==> src/rtl/lpm_table_ctrl_if.sv <==
// lpm_table_ctrl_if: register-side command and response channels of the LPM
// route table controller.
//
// Handshake: both channels are valid/ready. A transfer happens on a rising
// clock edge where valid and ready are both high. Once valid is raised, the
// sender holds valid and all payload fields stable until that transfer edge.
// Ready may be raised or lowered freely and never depends on a later cycle.
interface lpm_table_ctrl_if #(
  parameter int NUM_QUEUES     = 8,
  parameter int LUT_DEPTH_BITS = 5
);
  // Command channel, from the register block to the controller.
  logic                      cmd_valid;
  logic                      cmd_ready;
  logic [1:0]                cmd_op;
  logic [LUT_DEPTH_BITS-1:0] cmd_addr;
  logic [31:0]               cmd_ip;
  logic [31:0]               cmd_mask;
  logic [31:0]               cmd_next_hop_ip;
  logic [NUM_QUEUES-1:0]     cmd_oq;

  // Response channel, from the controller to the register block.
  logic                      resp_valid;
  logic                      resp_ready;
  logic [1:0]                resp_status;
  logic [31:0]               resp_ip;
  logic [31:0]               resp_mask;
  logic [31:0]               resp_next_hop_ip;
  logic [NUM_QUEUES-1:0]     resp_oq;

  modport master (
    output cmd_valid, cmd_op, cmd_addr, cmd_ip, cmd_mask, cmd_next_hop_ip, cmd_oq,
    output resp_ready,
    input  cmd_ready,
    input  resp_valid, resp_status, resp_ip, resp_mask, resp_next_hop_ip, resp_oq
  );

  modport slave (
    input  cmd_valid, cmd_op, cmd_addr, cmd_ip, cmd_mask, cmd_next_hop_ip, cmd_oq,
    input  resp_ready,
    output cmd_ready,
    output resp_valid, resp_status, resp_ip, resp_mask, resp_next_hop_ip, resp_oq
  );
endinterface

==> src/rtl/lpm_table_ctrl.sv <==
// lpm_table_ctrl: register-side initiator for the LPM route table.
// Accepts read / write / clear-all commands, drives the table's level-held
// request ports until the pulsed ack, and returns status plus read data.
// Optional feature macro: LPM_TBL_CTRL_TIMEOUT_EN adds an ack-wait timeout of
// TIMEOUT_CYCLES cycles; without it the controller waits for ack forever.
// State is visible on dbg_state (0 IDLE, 1 RD_WAIT, 2 WR_WAIT, 3 CLR_WAIT, 4 RESP).
module lpm_table_ctrl #(
  parameter int NUM_QUEUES     = 8,
  parameter int LUT_DEPTH      = 32,
  parameter int LUT_DEPTH_BITS = $clog2(LUT_DEPTH),
  parameter int TIMEOUT_CYCLES = 1024
) (
  input  logic                      clk,
  input  logic                      resetn,
  lpm_table_ctrl_if.slave           bus,
  output logic [LUT_DEPTH_BITS-1:0] lpm_rd_addr,
  output logic                      lpm_rd_req,
  input  logic [31:0]               lpm_rd_ip,
  input  logic [31:0]               lpm_rd_mask,
  input  logic [31:0]               lpm_rd_next_hop_ip,
  input  logic [NUM_QUEUES-1:0]     lpm_rd_oq,
  input  logic                      lpm_rd_ack,
  output logic [LUT_DEPTH_BITS-1:0] lpm_wr_addr,
  output logic                      lpm_wr_req,
  output logic [31:0]               lpm_wr_ip,
  output logic [31:0]               lpm_wr_mask,
  output logic [31:0]               lpm_wr_next_hop_ip,
  output logic [NUM_QUEUES-1:0]     lpm_wr_oq,
  input  logic                      lpm_wr_ack,
  output logic [2:0]                dbg_state
);

  localparam logic [2:0] S_IDLE     = 3'd0;
  localparam logic [2:0] S_RD_WAIT  = 3'd1;
  localparam logic [2:0] S_WR_WAIT  = 3'd2;
  localparam logic [2:0] S_CLR_WAIT = 3'd3;
  localparam logic [2:0] S_RESP     = 3'd4;

  localparam logic [1:0] OP_RD   = 2'b00;
  localparam logic [1:0] OP_WR   = 2'b01;
  localparam logic [1:0] OP_RSVD = 2'b11;

  localparam logic [1:0] ST_OK       = 2'b00;
  localparam logic [1:0] ST_TIMEOUT  = 2'b01;
  localparam logic [1:0] ST_BAD_ADDR = 2'b10;
  localparam logic [1:0] ST_BAD_OP   = 2'b11;

  localparam logic [LUT_DEPTH_BITS-1:0] LAST_ADDR = LUT_DEPTH_BITS'(LUT_DEPTH - 1);

  logic [2:0]            state;
  logic                  cmd_ready_q;
  logic                  resp_valid_q;
  logic [1:0]            resp_status_q;
  logic [31:0]           resp_ip_q;
  logic [31:0]           resp_mask_q;
  logic [31:0]           resp_next_hop_ip_q;
  logic [NUM_QUEUES-1:0] resp_oq_q;

  logic cmd_fire;
  logic addr_bad;
  logic waiting;
  logic cur_ack;
  logic to_hit;

  assign cmd_fire = (state == S_IDLE) && bus.cmd_valid && cmd_ready_q;
  // Address range only matters for single-entry ops; widened so a
  // non-power-of-two depth compares correctly.
  assign addr_bad = ((bus.cmd_op == OP_RD) || (bus.cmd_op == OP_WR)) &&
                    (32'(bus.cmd_addr) >= 32'(LUT_DEPTH));
  assign waiting  = (state == S_RD_WAIT) || (state == S_WR_WAIT) || (state == S_CLR_WAIT);
  assign cur_ack  = (state == S_RD_WAIT) ? lpm_rd_ack : lpm_wr_ack;

`ifdef LPM_TBL_CTRL_TIMEOUT_EN
  localparam int TO_W = $clog2(TIMEOUT_CYCLES) + 1;
  logic [TO_W-1:0] to_cnt;

  // Wait counter: zero whenever a request is (re)issued, counts unacked cycles.
  always_ff @(posedge clk or negedge resetn) begin
    if (!resetn)                to_cnt <= '0;
    else if (waiting && !cur_ack) to_cnt <= to_cnt + 1'b1;
    else                        to_cnt <= '0;
  end

  assign to_hit = waiting && (to_cnt == TO_W'(TIMEOUT_CYCLES - 1));
`else
  // No ack timeout in this build; the wait states only leave on ack.
  assign to_hit = (TIMEOUT_CYCLES < 0);
`endif

  // Command FSM: decode on accept, hold the table request until ack, respond.
  always_ff @(posedge clk or negedge resetn) begin
    if (!resetn) begin
      state              <= S_IDLE;
      cmd_ready_q        <= 1'b0;
      resp_valid_q       <= 1'b0;
      resp_status_q      <= ST_OK;
      resp_ip_q          <= '0;
      resp_mask_q        <= '0;
      resp_next_hop_ip_q <= '0;
      resp_oq_q          <= '0;
      lpm_rd_addr        <= '0;
      lpm_rd_req         <= 1'b0;
      lpm_wr_addr        <= '0;
      lpm_wr_req         <= 1'b0;
      lpm_wr_ip          <= '0;
      lpm_wr_mask        <= '0;
      lpm_wr_next_hop_ip <= '0;
      lpm_wr_oq          <= '0;
    end else begin
      case (state)
        S_IDLE: begin
          cmd_ready_q <= 1'b1;
          if (cmd_fire) begin
            cmd_ready_q        <= 1'b0;
            resp_status_q      <= ST_OK;
            resp_ip_q          <= '0;
            resp_mask_q        <= '0;
            resp_next_hop_ip_q <= '0;
            resp_oq_q          <= '0;
            if (bus.cmd_op == OP_RSVD) begin
              resp_status_q <= ST_BAD_OP;
              resp_valid_q  <= 1'b1;
              state         <= S_RESP;
            end else if (addr_bad) begin
              resp_status_q <= ST_BAD_ADDR;
              resp_valid_q  <= 1'b1;
              state         <= S_RESP;
            end else if (bus.cmd_op == OP_RD) begin
              lpm_rd_addr <= bus.cmd_addr;
              lpm_rd_req  <= 1'b1;
              state       <= S_RD_WAIT;
            end else if (bus.cmd_op == OP_WR) begin
              // Host bits are stripped so the table only ever holds canonical prefixes.
              lpm_wr_addr        <= bus.cmd_addr;
              lpm_wr_ip          <= bus.cmd_ip & bus.cmd_mask;
              lpm_wr_mask        <= bus.cmd_mask;
              lpm_wr_next_hop_ip <= bus.cmd_next_hop_ip;
              lpm_wr_oq          <= bus.cmd_oq;
              lpm_wr_req         <= 1'b1;
              state              <= S_WR_WAIT;
            end else begin
              lpm_wr_addr        <= '0;
              lpm_wr_ip          <= '0;
              lpm_wr_mask        <= 32'hFFFF_FFFF;
              lpm_wr_next_hop_ip <= '0;
              lpm_wr_oq          <= '0;
              lpm_wr_req         <= 1'b1;
              state              <= S_CLR_WAIT;
            end
          end
        end
        S_RD_WAIT: begin
          if (lpm_rd_ack) begin
            lpm_rd_req         <= 1'b0;
            resp_ip_q          <= lpm_rd_ip;
            resp_mask_q        <= lpm_rd_mask;
            resp_next_hop_ip_q <= lpm_rd_next_hop_ip;
            resp_oq_q          <= lpm_rd_oq;
            resp_status_q      <= ST_OK;
            resp_valid_q       <= 1'b1;
            state              <= S_RESP;
          end else if (to_hit) begin
            lpm_rd_req    <= 1'b0;
            resp_status_q <= ST_TIMEOUT;
            resp_valid_q  <= 1'b1;
            state         <= S_RESP;
          end
        end
        S_WR_WAIT, S_CLR_WAIT: begin
          if (lpm_wr_ack) begin
            // Clear-all keeps the request high and just steps the address.
            if ((state == S_CLR_WAIT) && (lpm_wr_addr != LAST_ADDR)) begin
              lpm_wr_addr <= lpm_wr_addr + 1'b1;
            end else begin
              lpm_wr_req    <= 1'b0;
              resp_status_q <= ST_OK;
              resp_valid_q  <= 1'b1;
              state         <= S_RESP;
            end
          end else if (to_hit) begin
            lpm_wr_req    <= 1'b0;
            resp_status_q <= ST_TIMEOUT;
            resp_valid_q  <= 1'b1;
            state         <= S_RESP;
          end
        end
        S_RESP: begin
          if (bus.resp_ready) begin
            resp_valid_q <= 1'b0;
            cmd_ready_q  <= 1'b1;
            state        <= S_IDLE;
          end
        end
        default: state <= S_IDLE;
      endcase
    end
  end

  assign bus.cmd_ready        = cmd_ready_q;
  assign bus.resp_valid       = resp_valid_q;
  assign bus.resp_status      = resp_status_q;
  assign bus.resp_ip          = resp_ip_q;
  assign bus.resp_mask        = resp_mask_q;
  assign bus.resp_next_hop_ip = resp_next_hop_ip_q;
  assign bus.resp_oq          = resp_oq_q;
  assign dbg_state            = state;

endmodule

==> src/flat_wrapper.sv <==
// flat-port wrapper written by rule: the top's interface ports become plain ports
module lpm_table_ctrl_flat 
#(
  parameter int NUM_QUEUES     = 8,
  parameter int LUT_DEPTH      = 32,
  parameter int LUT_DEPTH_BITS = $clog2(LUT_DEPTH),
  parameter int TIMEOUT_CYCLES = 1024
)
  (clk, resetn, lpm_rd_addr, lpm_rd_req, lpm_rd_ip, lpm_rd_mask, lpm_rd_next_hop_ip, lpm_rd_oq, lpm_rd_ack, lpm_wr_addr, lpm_wr_req, lpm_wr_ip, lpm_wr_mask, lpm_wr_next_hop_ip, lpm_wr_oq, lpm_wr_ack, dbg_state, bus_cmd_valid, bus_cmd_op, bus_cmd_addr, bus_cmd_ip, bus_cmd_mask, bus_cmd_next_hop_ip, bus_cmd_oq, bus_resp_ready, bus_cmd_ready, bus_resp_valid, bus_resp_status, bus_resp_ip, bus_resp_mask, bus_resp_next_hop_ip, bus_resp_oq);
  lpm_table_ctrl_if #(.NUM_QUEUES(NUM_QUEUES), .LUT_DEPTH_BITS(LUT_DEPTH_BITS)) bus_i ();
  input  logic clk;
  input  logic resetn;
  output logic [LUT_DEPTH_BITS-1:0] lpm_rd_addr;
  output logic lpm_rd_req;
  input  logic [31:0] lpm_rd_ip;
  input  logic [31:0] lpm_rd_mask;
  input  logic [31:0] lpm_rd_next_hop_ip;
  input  logic [NUM_QUEUES-1:0] lpm_rd_oq;
  input  logic lpm_rd_ack;
  output logic [LUT_DEPTH_BITS-1:0] lpm_wr_addr;
  output logic lpm_wr_req;
  output logic [31:0] lpm_wr_ip;
  output logic [31:0] lpm_wr_mask;
  output logic [31:0] lpm_wr_next_hop_ip;
  output logic [NUM_QUEUES-1:0] lpm_wr_oq;
  input  logic lpm_wr_ack;
  output logic [2:0] dbg_state;
  input wire logic [$bits(bus_i.cmd_valid)-1:0] bus_cmd_valid;
  input wire logic [$bits(bus_i.cmd_op)-1:0] bus_cmd_op;
  input wire logic [$bits(bus_i.cmd_addr)-1:0] bus_cmd_addr;
  input wire logic [$bits(bus_i.cmd_ip)-1:0] bus_cmd_ip;
  input wire logic [$bits(bus_i.cmd_mask)-1:0] bus_cmd_mask;
  input wire logic [$bits(bus_i.cmd_next_hop_ip)-1:0] bus_cmd_next_hop_ip;
  input wire logic [$bits(bus_i.cmd_oq)-1:0] bus_cmd_oq;
  input wire logic [$bits(bus_i.resp_ready)-1:0] bus_resp_ready;
  output wire logic [$bits(bus_i.cmd_ready)-1:0] bus_cmd_ready;
  output wire logic [$bits(bus_i.resp_valid)-1:0] bus_resp_valid;
  output wire logic [$bits(bus_i.resp_status)-1:0] bus_resp_status;
  output wire logic [$bits(bus_i.resp_ip)-1:0] bus_resp_ip;
  output wire logic [$bits(bus_i.resp_mask)-1:0] bus_resp_mask;
  output wire logic [$bits(bus_i.resp_next_hop_ip)-1:0] bus_resp_next_hop_ip;
  output wire logic [$bits(bus_i.resp_oq)-1:0] bus_resp_oq;
  assign bus_i.cmd_valid = bus_cmd_valid;
  assign bus_i.cmd_op = bus_cmd_op;
  assign bus_i.cmd_addr = bus_cmd_addr;
  assign bus_i.cmd_ip = bus_cmd_ip;
  assign bus_i.cmd_mask = bus_cmd_mask;
  assign bus_i.cmd_next_hop_ip = bus_cmd_next_hop_ip;
  assign bus_i.cmd_oq = bus_cmd_oq;
  assign bus_i.resp_ready = bus_resp_ready;
  assign bus_cmd_ready = bus_i.cmd_ready;
  assign bus_resp_valid = bus_i.resp_valid;
  assign bus_resp_status = bus_i.resp_status;
  assign bus_resp_ip = bus_i.resp_ip;
  assign bus_resp_mask = bus_i.resp_mask;
  assign bus_resp_next_hop_ip = bus_i.resp_next_hop_ip;
  assign bus_resp_oq = bus_i.resp_oq;
  lpm_table_ctrl #(.NUM_QUEUES(NUM_QUEUES), .LUT_DEPTH(LUT_DEPTH), .LUT_DEPTH_BITS(LUT_DEPTH_BITS), .TIMEOUT_CYCLES(TIMEOUT_CYCLES)) u_core (.clk(clk), .resetn(resetn), .bus(bus_i), .lpm_rd_addr(lpm_rd_addr), .lpm_rd_req(lpm_rd_req), .lpm_rd_ip(lpm_rd_ip), .lpm_rd_mask(lpm_rd_mask), .lpm_rd_next_hop_ip(lpm_rd_next_hop_ip), .lpm_rd_oq(lpm_rd_oq), .lpm_rd_ack(lpm_rd_ack), .lpm_wr_addr(lpm_wr_addr), .lpm_wr_req(lpm_wr_req), .lpm_wr_ip(lpm_wr_ip), .lpm_wr_mask(lpm_wr_mask), .lpm_wr_next_hop_ip(lpm_wr_next_hop_ip), .lpm_wr_oq(lpm_wr_oq), .lpm_wr_ack(lpm_wr_ack), .dbg_state(dbg_state));
endmodule
==> config.mk <==
export PLATFORM = sky130hd
export DESIGN_NAME = lpm_table_ctrl_flat
export DESIGN_NICKNAME = d
export VERILOG_FILES = /design/src/rtl/lpm_table_ctrl_if.sv /design/src/rtl/lpm_table_ctrl.sv /design/src/flat_wrapper.sv
export SDC_FILE = /design/constraint.sdc
export NUM_CORES = 1
export LEC_CHECK = 0
export CORE_AREA = 2 2 176 178
export CTS_CLUSTER_SIZE = 30
export DETAILED_ROUTE_END_ITERATION = 7
export DIE_AREA = 0 0 178 180
export GPL_ROUTABILITY_DRIVEN = 1
export GPL_TIMING_DRIVEN = 0
export PLACE_DENSITY = 0.61
export SLEW_MARGIN = 5
export SYNTH_ARGS = -nofsm -noshare
export SYNTH_HDL_FRONTEND = slang
export SYNTH_SLANG_ARGS = --single-unit
export TNS_END_PERCENT = 1
==> constraint.sdc <==
create_clock -name clk -period 3.3 [get_ports clk]
set_input_delay 0.66 -clock clk [delete_from_list [all_inputs] [get_ports clk]]
set_output_delay 0.66 -clock clk [all_outputs]
set_load 0.02 [all_outputs]
==> results.py, run 1 <==
metrics = {
    "run_status": {
        "status": "completed",
    },
    "power_and_ir_drop": {
        "clockPowerShare": 0.231,
        "peakVddDrop_mv": 0.4375,
        "p_seq_frac": 0.316,
        "power_frac_comb": 0.452,
        "power.internal_mw": 8.518,
        "switching_share": 0.3800,
        "switchingPower_mw": 5.221,
        "p_leak_nw": 7.208,
        "p_per_area_nw_per_um2": 891.9,
    },
    "drt": {
        "post-route-drc-count": 0,
        "via_count": 8914,
        "first_pass_iters": 7,
        "wl_per_cell_um": 17.72,
        "drt_iter0_markers": 505,
        "antenna_left": 0,
        "vias_per_cell": 4.677,
        "drt_wl_total_um": 33780,
    },
    "die": {
        "die_height_um": 180,
        "rows": 64,
        "die-area_um2": 32040,
        "coreArea_um2": 30190,
        "pin_count": 448,
        "initial_core_util": 0.3115,
        "die_w_um": 178,
    },
    "worst_setup_path": {
        "cp_cell_sequence": "clkdlybuf4s50_1",
        "crit_path_max_incr_delay_ns": 0.72,
        "path_max_fanout": 6,
        "crit_required_ns": 2.64,
        "path_buf_inv": 1,
        "worstSetupEndpointType": "primary output",
        "cp.arrival_ns": 1.72,
        "cp-start-kind": "flop",
        "critical-path-top-delay-family": "buffers and inverters",
        "cp_slowest_cell": "clkdlybuf4s50_1",
        "path_class": "reg2out",
    },
    "synth": {
        "yosysSeqAreaShare": 0.6014,
        "synthAdderAreaFrac": 0.006652,
        "synth_fp_nets": 1237,
        "synth-seq-cells": 226,
        "synth_area_um2": 9404,
        "synthFlopType": "dfrtp_1",
        "synth_edf_count": 0,
        "synthCells": 1011,
        "synth_top_family_by_area": "simple AND/OR/NAND/NOR gates",
        "synth_mux_area_frac": 0.007185,
        "synthSimpleGateAreaFrac": 0.2582,
        "synth-async-reset-ratio": 1.000,
        "yosys.area_share.xor_xnor": 0,
        "ys_types": 38,
        "yosys_warnings": 0,
        "syn_area_per_cell_um2": 9.302,
        "synth_compound_area_frac": 0.06280,
    },
    "global_route": {
        "gr-total-overflow": 0,
        "antenna_found_initial": 1,
        "grt_usage": 0.2074,
        "grt_pass1_wl_um": 52060,
        "grt_pass1_vias": 8954,
        "grt_start_max_net_pins": 108,
    },
    "sta": {
        "fin_crit_sh": 0.7212,
        "worst_pin_slew_ns": 0.6947,
        "hold_viol_final": 0,
        "clock_skew_ns": 0.01343,
        "relSlewSlack": 0.5369,
        "maxSlewViolCount": 0,
        "post-route-min-period_ns": 2.380,
        "whs_ns": 0.4612,
        "finalSetupTns_ns": 0,
        "rsz0062_at_grt": "no",
        "fmax_ghz": 0.4201,
        "finalSetupViolations": 0,
    },
    "placement": {
        "gp_congestion": 0.8273,
        "dp_hpwl_um": 25440,
        "port_buffers": 447,
        "placed_area_um2": 14430,
        "dp_cells": 1856,
    },
    "clock_network": {
        "cts_setup_buffers": 0,
        "root_buffer": "clkbuf_16",
        "cts-resized-gates": 0,
        "clock_sinks": 226,
        "cts_buffers": 27,
        "clk_latency_ns": 0.53,
        "cts_buffer_depth": 3,
        "cts.reportedPaths.clkPinSlew_ns": 0.06,
        "cts_htree_levels": 1,
        "cts_tree": "done",
        "cts_hold_buf": 1,
    },
    "layout": {
        "final.fill_count": 2878,
        "fin_area_um2": 15400,
        "layoutNonFillerInstCount": 1906,
        "final_common_cell": "clkdlybuf4s50_1",
        "area_growth_pct": 63.81,
        "fin_util": 0.5103,
        "nets": 1716,
        "drive_gt1_frac": 0.07422,
        "mostFrequentLayoutCells": "clkdlybuf4s50_1 (446), nand2_1 (326), dfrtp_1 (226), nand3_1 (181), o21ai_0 (40)",
    },
    "worst_hold_path": {
        "hp-class": "reg2reg",
    },
    "flow_run": {
        "maxCapViolations": 0,
    },
}
==> worst register-to-register path, delay by kind of cell (launching register included) <==
| family | cells | cell delay [ns] |
|---|---|---|
| and+or+nand+nor | 3 | 0.70 |
| DFF | 1 | 0.45 |
| adders and majority gates | 2 | 0.45 |
| muxes | 1 | 0.32 |
| AOI/OAI and AO/OA | 1 | 0.13 |
==> power by group through the flow <==
| stage | registers, mW | clock network [mW] | logic (mW) |
|---|---|---|---|
| global route | 4.47 | 3.41 | 6.68 |
| floorplan | 5.61 | 0 | 1.80 |
| detailed placement | 4.38 | 0 | 6.28 |
| finish | 4.35 | 3.18 | 6.21 |
| global placement | 4.36 | 0 | 6.24 |
| CTS | 4.35 | 3.27 | 6.30 |
==> state kept, by name (all words and copies together), names as in the netlist, 8 cells and up <==
register	count
u_core.bus.resp_ip	32
u_core.bus.resp_mask	32
u_core.bus.resp_next_hop_ip	32
u_core.bus.resp_oq	8
u_core.lpm_wr_ip	32
u_core.lpm_wr_mask	32
u_core.lpm_wr_next_hop_ip	32
u_core.lpm_wr_oq	8
==> final cells by class <==
| cell class | count | area, µm² | area share |
|---|---|---|---|
| antenna | 1 | 2.502 | 0.0001624 |
| buffer | 75 | 456.7 | 0.02965 |
| clock buffer | 38 | 777.0 | 0.05044 |
| clock inverter | 10 | 181.4 | 0.01178 |
| inverter | 38 | 142.6 | 0.009259 |
| multi-input combinational | 672 | 3149 | 0.2044 |
| sequential | 226 | 5655 | 0.3671 |
| tap | 396 | 495.5 | 0.03216 |
| timing repair buffer | 450 | 4544 | 0.2950 |
==> metal layers <==
layer	vias to the layer above	part of all wire	global-route usage
met5	-	0	0
met4	0	0.022	0.05541
met3	42	0.065	0.04272
met2	262	0.49	0.3487
met1	4325	0.43	0.2705
li1	4285	-	-
==> final timing paths <==
path | startpoint | depth (start not counted) | slack (ns) | endpoint
max | u_core.bus.cmd_ready | 1 | 0.92 | bus_cmd_ready
min | u_core.bus.resp_mask[20] | 2 | 0.46 | u_core.bus.resp_mask[20]
max reg2reg | u_core.lpm_wr_addr[0] | 7 | 1.14 | u_core.lpm_wr_addr[1]
min reg2reg | u_core.bus.resp_mask[20] | 2 | 0.46 | u_core.bus.resp_mask[20]
max in group asynchronous | resetn | 3 | 1.93 | u_core.bus.resp_ip[6]
min in group asynchronous | resetn | 2 | 0.55 | u_core.lpm_wr_next_hop_ip[7]
==> kinds of logic after synthesis <==
family / Yosys count
AOI/OAI and AO/OA: 97
and+or+nand+nor: 564
muxes: 6
buffers and inverters: 113
adders and majority gates: 5
DFF: 226
==> through the flow <==
stage               total power, mW  setup slack, ns
floorplan                     7.403            1.257
finish                        13.74           0.9199
global placement              10.60           -8.586
CTS                           13.92           0.8853
detailed placement            10.66           0.4032
global route                  14.56           0.7653
==> Yosys cell counts (2+ instances only) <==
master,number,share of area
dfrtp_1,226,0.60
inv_1,38,0.015
nor2_1,35,0.014
and2_1,3,0.0020
buf_2,25,0.013
mux2_2,5,0.0060
a31oi_1,37,0.025
a21oi_1,9,0.0048
o21ai_0,40,0.021
nand3_1,181,0.096
and3_1,3,0.0020
nand2_1,326,0.13
nor3_2,2,0.0021
buf_6,11,0.013
ha_1,5,0.0067
nand2b_1,6,0.0040
clkbuf_1,22,0.0088
buf_4,16,0.013
a41oi_1,2,0.0019
Note: power is estimated with default switching activity, not from simulation.
==> run 2, diff against run 1 <==
Settings changed: CORE_AREA 2 2 176 178 to not set, CORE_ASPECT_RATIO set to 0.6, CORE_MARGIN set to 1.5, CORE_UTILIZATION set to 37, DIE_AREA 0 0 178 180 to not set, PLACE_DENSITY 0.61 to 0.74.
Clock period 3.3 ns to 2.1 ns, I/O delays scaled along.
==> run 2 against run 1 <==
Effect of this change:
- combinational power grew 58%
- die area shrank 18%
- hold slack lost 0.18 ns
- sequential share of layout area grew 0.72 points
- core utilization grew 11 points
- critical path type is now reg2reg
- sequential power grew 58%
- routed wire length shrank 0.41%
- clock skew shrank 0.0011 ns
- highest routed layer is now met5
- setup slack lost 0.88 ns
- critical path depth grew 6
- sequential cell count is the same
==> results.py, run 2 (synthesized netlist as in run 1, its figures left out) <==
metrics = {
    "die": {
        "initial_core_util": 0.3830,
        "die-area_um2": 26410,
        "pin_count": 448,
        "rows": 44,
        "die_height_um": 126.5,
        "coreArea_um2": 24550,
        "die_w_um": 208.8,
    },
    "layout": {
        "fin_area_um2": 15120,
        "area_growth_pct": 60.75,
        "multiInputGateArea_um2": 3157,
        "mostFrequentLayoutCells": "clkdlybuf4s50_1 (444), nand2_1 (326), dfrtp_1 (224), nand3_1 (180), o21ai_0 (40)",
        "fin_util": 0.6157,
        "final.fill_count": 2063,
        "nets": 1714,
        "seqCellArea_um2": 5658,
        "drive_gt1_frac": 0.07257,
        "layoutNonFillerInstCount": 1828,
        "final_common_cell": "clkdlybuf4s50_1",
    },
    "global_route": {
        "grt_start_max_net_pins": 113,
        "grt_pass1_wl_um": 52280,
        "antenna_found_initial": 6,
        "gr-total-overflow": 0,
        "grt_usage": 0.2530,
        "grt_pass1_vias": 9114,
    },
    "drt": {
        "via_count": 9140,
        "vias_per_cell": 5.000,
        "drt_wl_total_um": 33640,
        "wl_per_cell_um": 18.40,
        "antenna_left": 0,
        "drt_iter0_markers": 664,
        "post-route-drc-count": 0,
        "first_pass_iters": 5,
    },
    "power_and_ir_drop": {
        "power_frac_comb": 0.474,
        "p_seq_frac": 0.331,
        "switchingPower_mw": 8.210,
        "switching_share": 0.3954,
        "peakVddDrop_mv": 0.6088,
        "clockPowerShare": 0.196,
        "p_leak_nw": 7.123,
        "p_per_area_nw_per_um2": 1374,
        "power.internal_mw": 12.56,
        "power.total_mw": 20.77,
    },
    "placement": {
        "gp_congestion": 0.8498,
        "dp_cells": 1782,
        "port_buffers": 447,
        "dp_hpwl_um": 25690,
        "placed_area_um2": 14340,
    },
    "worst_setup_path": {
        "crit_required_ns": 2.49,
        "path_max_fanout": 5,
        "worstSetupEndpointType": "flop",
        "path_class": "reg2reg",
        "cp.arrival_ns": 2.45,
        "r2r_cells": 7,
        "cp-start-kind": "flop",
    },
    "sta": {
        "rsz0062_at_grt": "yes",
        "relSlewSlack": 0.5764,
        "fin_crit_sh": 0.9820,
        "worst_pin_slew_ns": 0.6353,
        "hold_viol_final": 0,
        "finalSetupViolations": 0,
        "post-route-min-period_ns": 2.062,
        "clock_skew_ns": 0.01230,
        "maxSlewViolCount": 0,
        "fmax_ghz": 0.4849,
    },
    "clock_network": {
        "clk_latency_ns": 0.51,
        "cts_htree_levels": 1,
        "root_buffer": "clkbuf_16",
        "cts_tree": "done",
        "cts_buffers": 23,
        "clock_sinks": 226,
        "cts_buffer_depth": 3,
        "cts.reportedPaths.clkPinSlew_ns": 0.07,
    },
    "worst_hold_path": {
        "hp-class": "in2async",
    },
    "flow_run": {
        "maxCapViolations": 0,
    },
    "run_status": {
        "status": "completed",
    },
}
[run 2: critical path, cell delays in order, from the launching register on]
cell and delay [ns]:
dfrtp_2 0.44, ha_2 0.20, and3_1 0.19, ha_1 0.18, nand4b_1 0.24, o41ai_4 0.12
and2_4 0.24, mux2_1 0.33
[run 2: what timing repair did]
| action | 4_1_cts | 5_1_grt |
|---|---|---|
| cloned | 0 | 0 |
| endpoints found under the setup margin | 6 | 21 |
| pin swaps | 0 | 1 |
| buffers inserted | 0 | 2 |
| resized for setup | 3 | 4 |
| hold endpoints to repair | 4 | 0 |
| hold buffers | 1 | 0 |
[run 2: area by class of cell]
type                       count  share of cell area
buffer                        75             0.03029
inverter                      38            0.009436
tap                          322             0.02665
timing repair buffer         452              0.3019
clock inverter                 8            0.006539
sequential                   226              0.3743
clock buffer                  31             0.04138
multi-input combinational    672              0.2088
antenna                        4           0.0006621
[run 2: routing by layer]
| layer | wire, µm | GRT usage |
|---|---|---|
| met3 | 2708 | 0.07824 |
| met5 | 31 | 0 |
| met2 | 15360 | 0.3937 |
| met1 | 14520 | 0.3391 |
| met4 | 1023 | 0.07971 |
[run 2: per-stage QoR]
| step | TNS, ns | hold slack, ns | worst slack, ns |
|---|---|---|---|
| after floorplan | 0 | 0.1244 | 0.05700 |
| after global placement | -2123.03 | 0.4483 | -9.288 |
| after detailed placement | -39.14 | 0.2194 | -0.5253 |
| after CTS | -0.005855 | 0.2611 | -0.005855 |
| after global routing | -0.05322 | 0.2803 | -0.05322 |
| final | 0 | 0.2816 | 0.03786 |
[run 2: path summary, 6_finish.rpt]
| kind | startpoint | endpoint | slack (ns) |
|---|---|---|---|
| setup / recovery | u_core.lpm_wr_addr[0] | u_core.lpm_wr_addr[1] | 0.04 |
| hold / removal | resetn | u_core.bus.resp_ip[20] | 0.28 |
| setup reg to reg | u_core.lpm_wr_addr[0] | u_core.lpm_wr_addr[1] | 0.04 |
| hold reg to reg | u_core.bus.resp_next_hop_ip[10] | u_core.bus.resp_next_hop_ip[10] | 0.46 |
| max in group asynchronous | resetn | u_core.bus.resp_status[0] | 0.98 |
| min in group clk | lpm_rd_ip[10] | u_core.bus.resp_ip[10] | 0.45 |
[run 2: power groups by stage]
stage | clock network [mW] | registers, mW | logic (mW)
4_1_cts | 4.14 | 6.87 | 9.87
2_1_floorplan | 0 | 8.81 | 2.82
5_1_grt | 4.31 | 7.06 | 10.5
3_5_place_dp | 0 | 6.92 | 9.83
6_report | 4.06 | 6.87 | 9.84
3_3_place_gp | 0 | 6.86 | 9.69
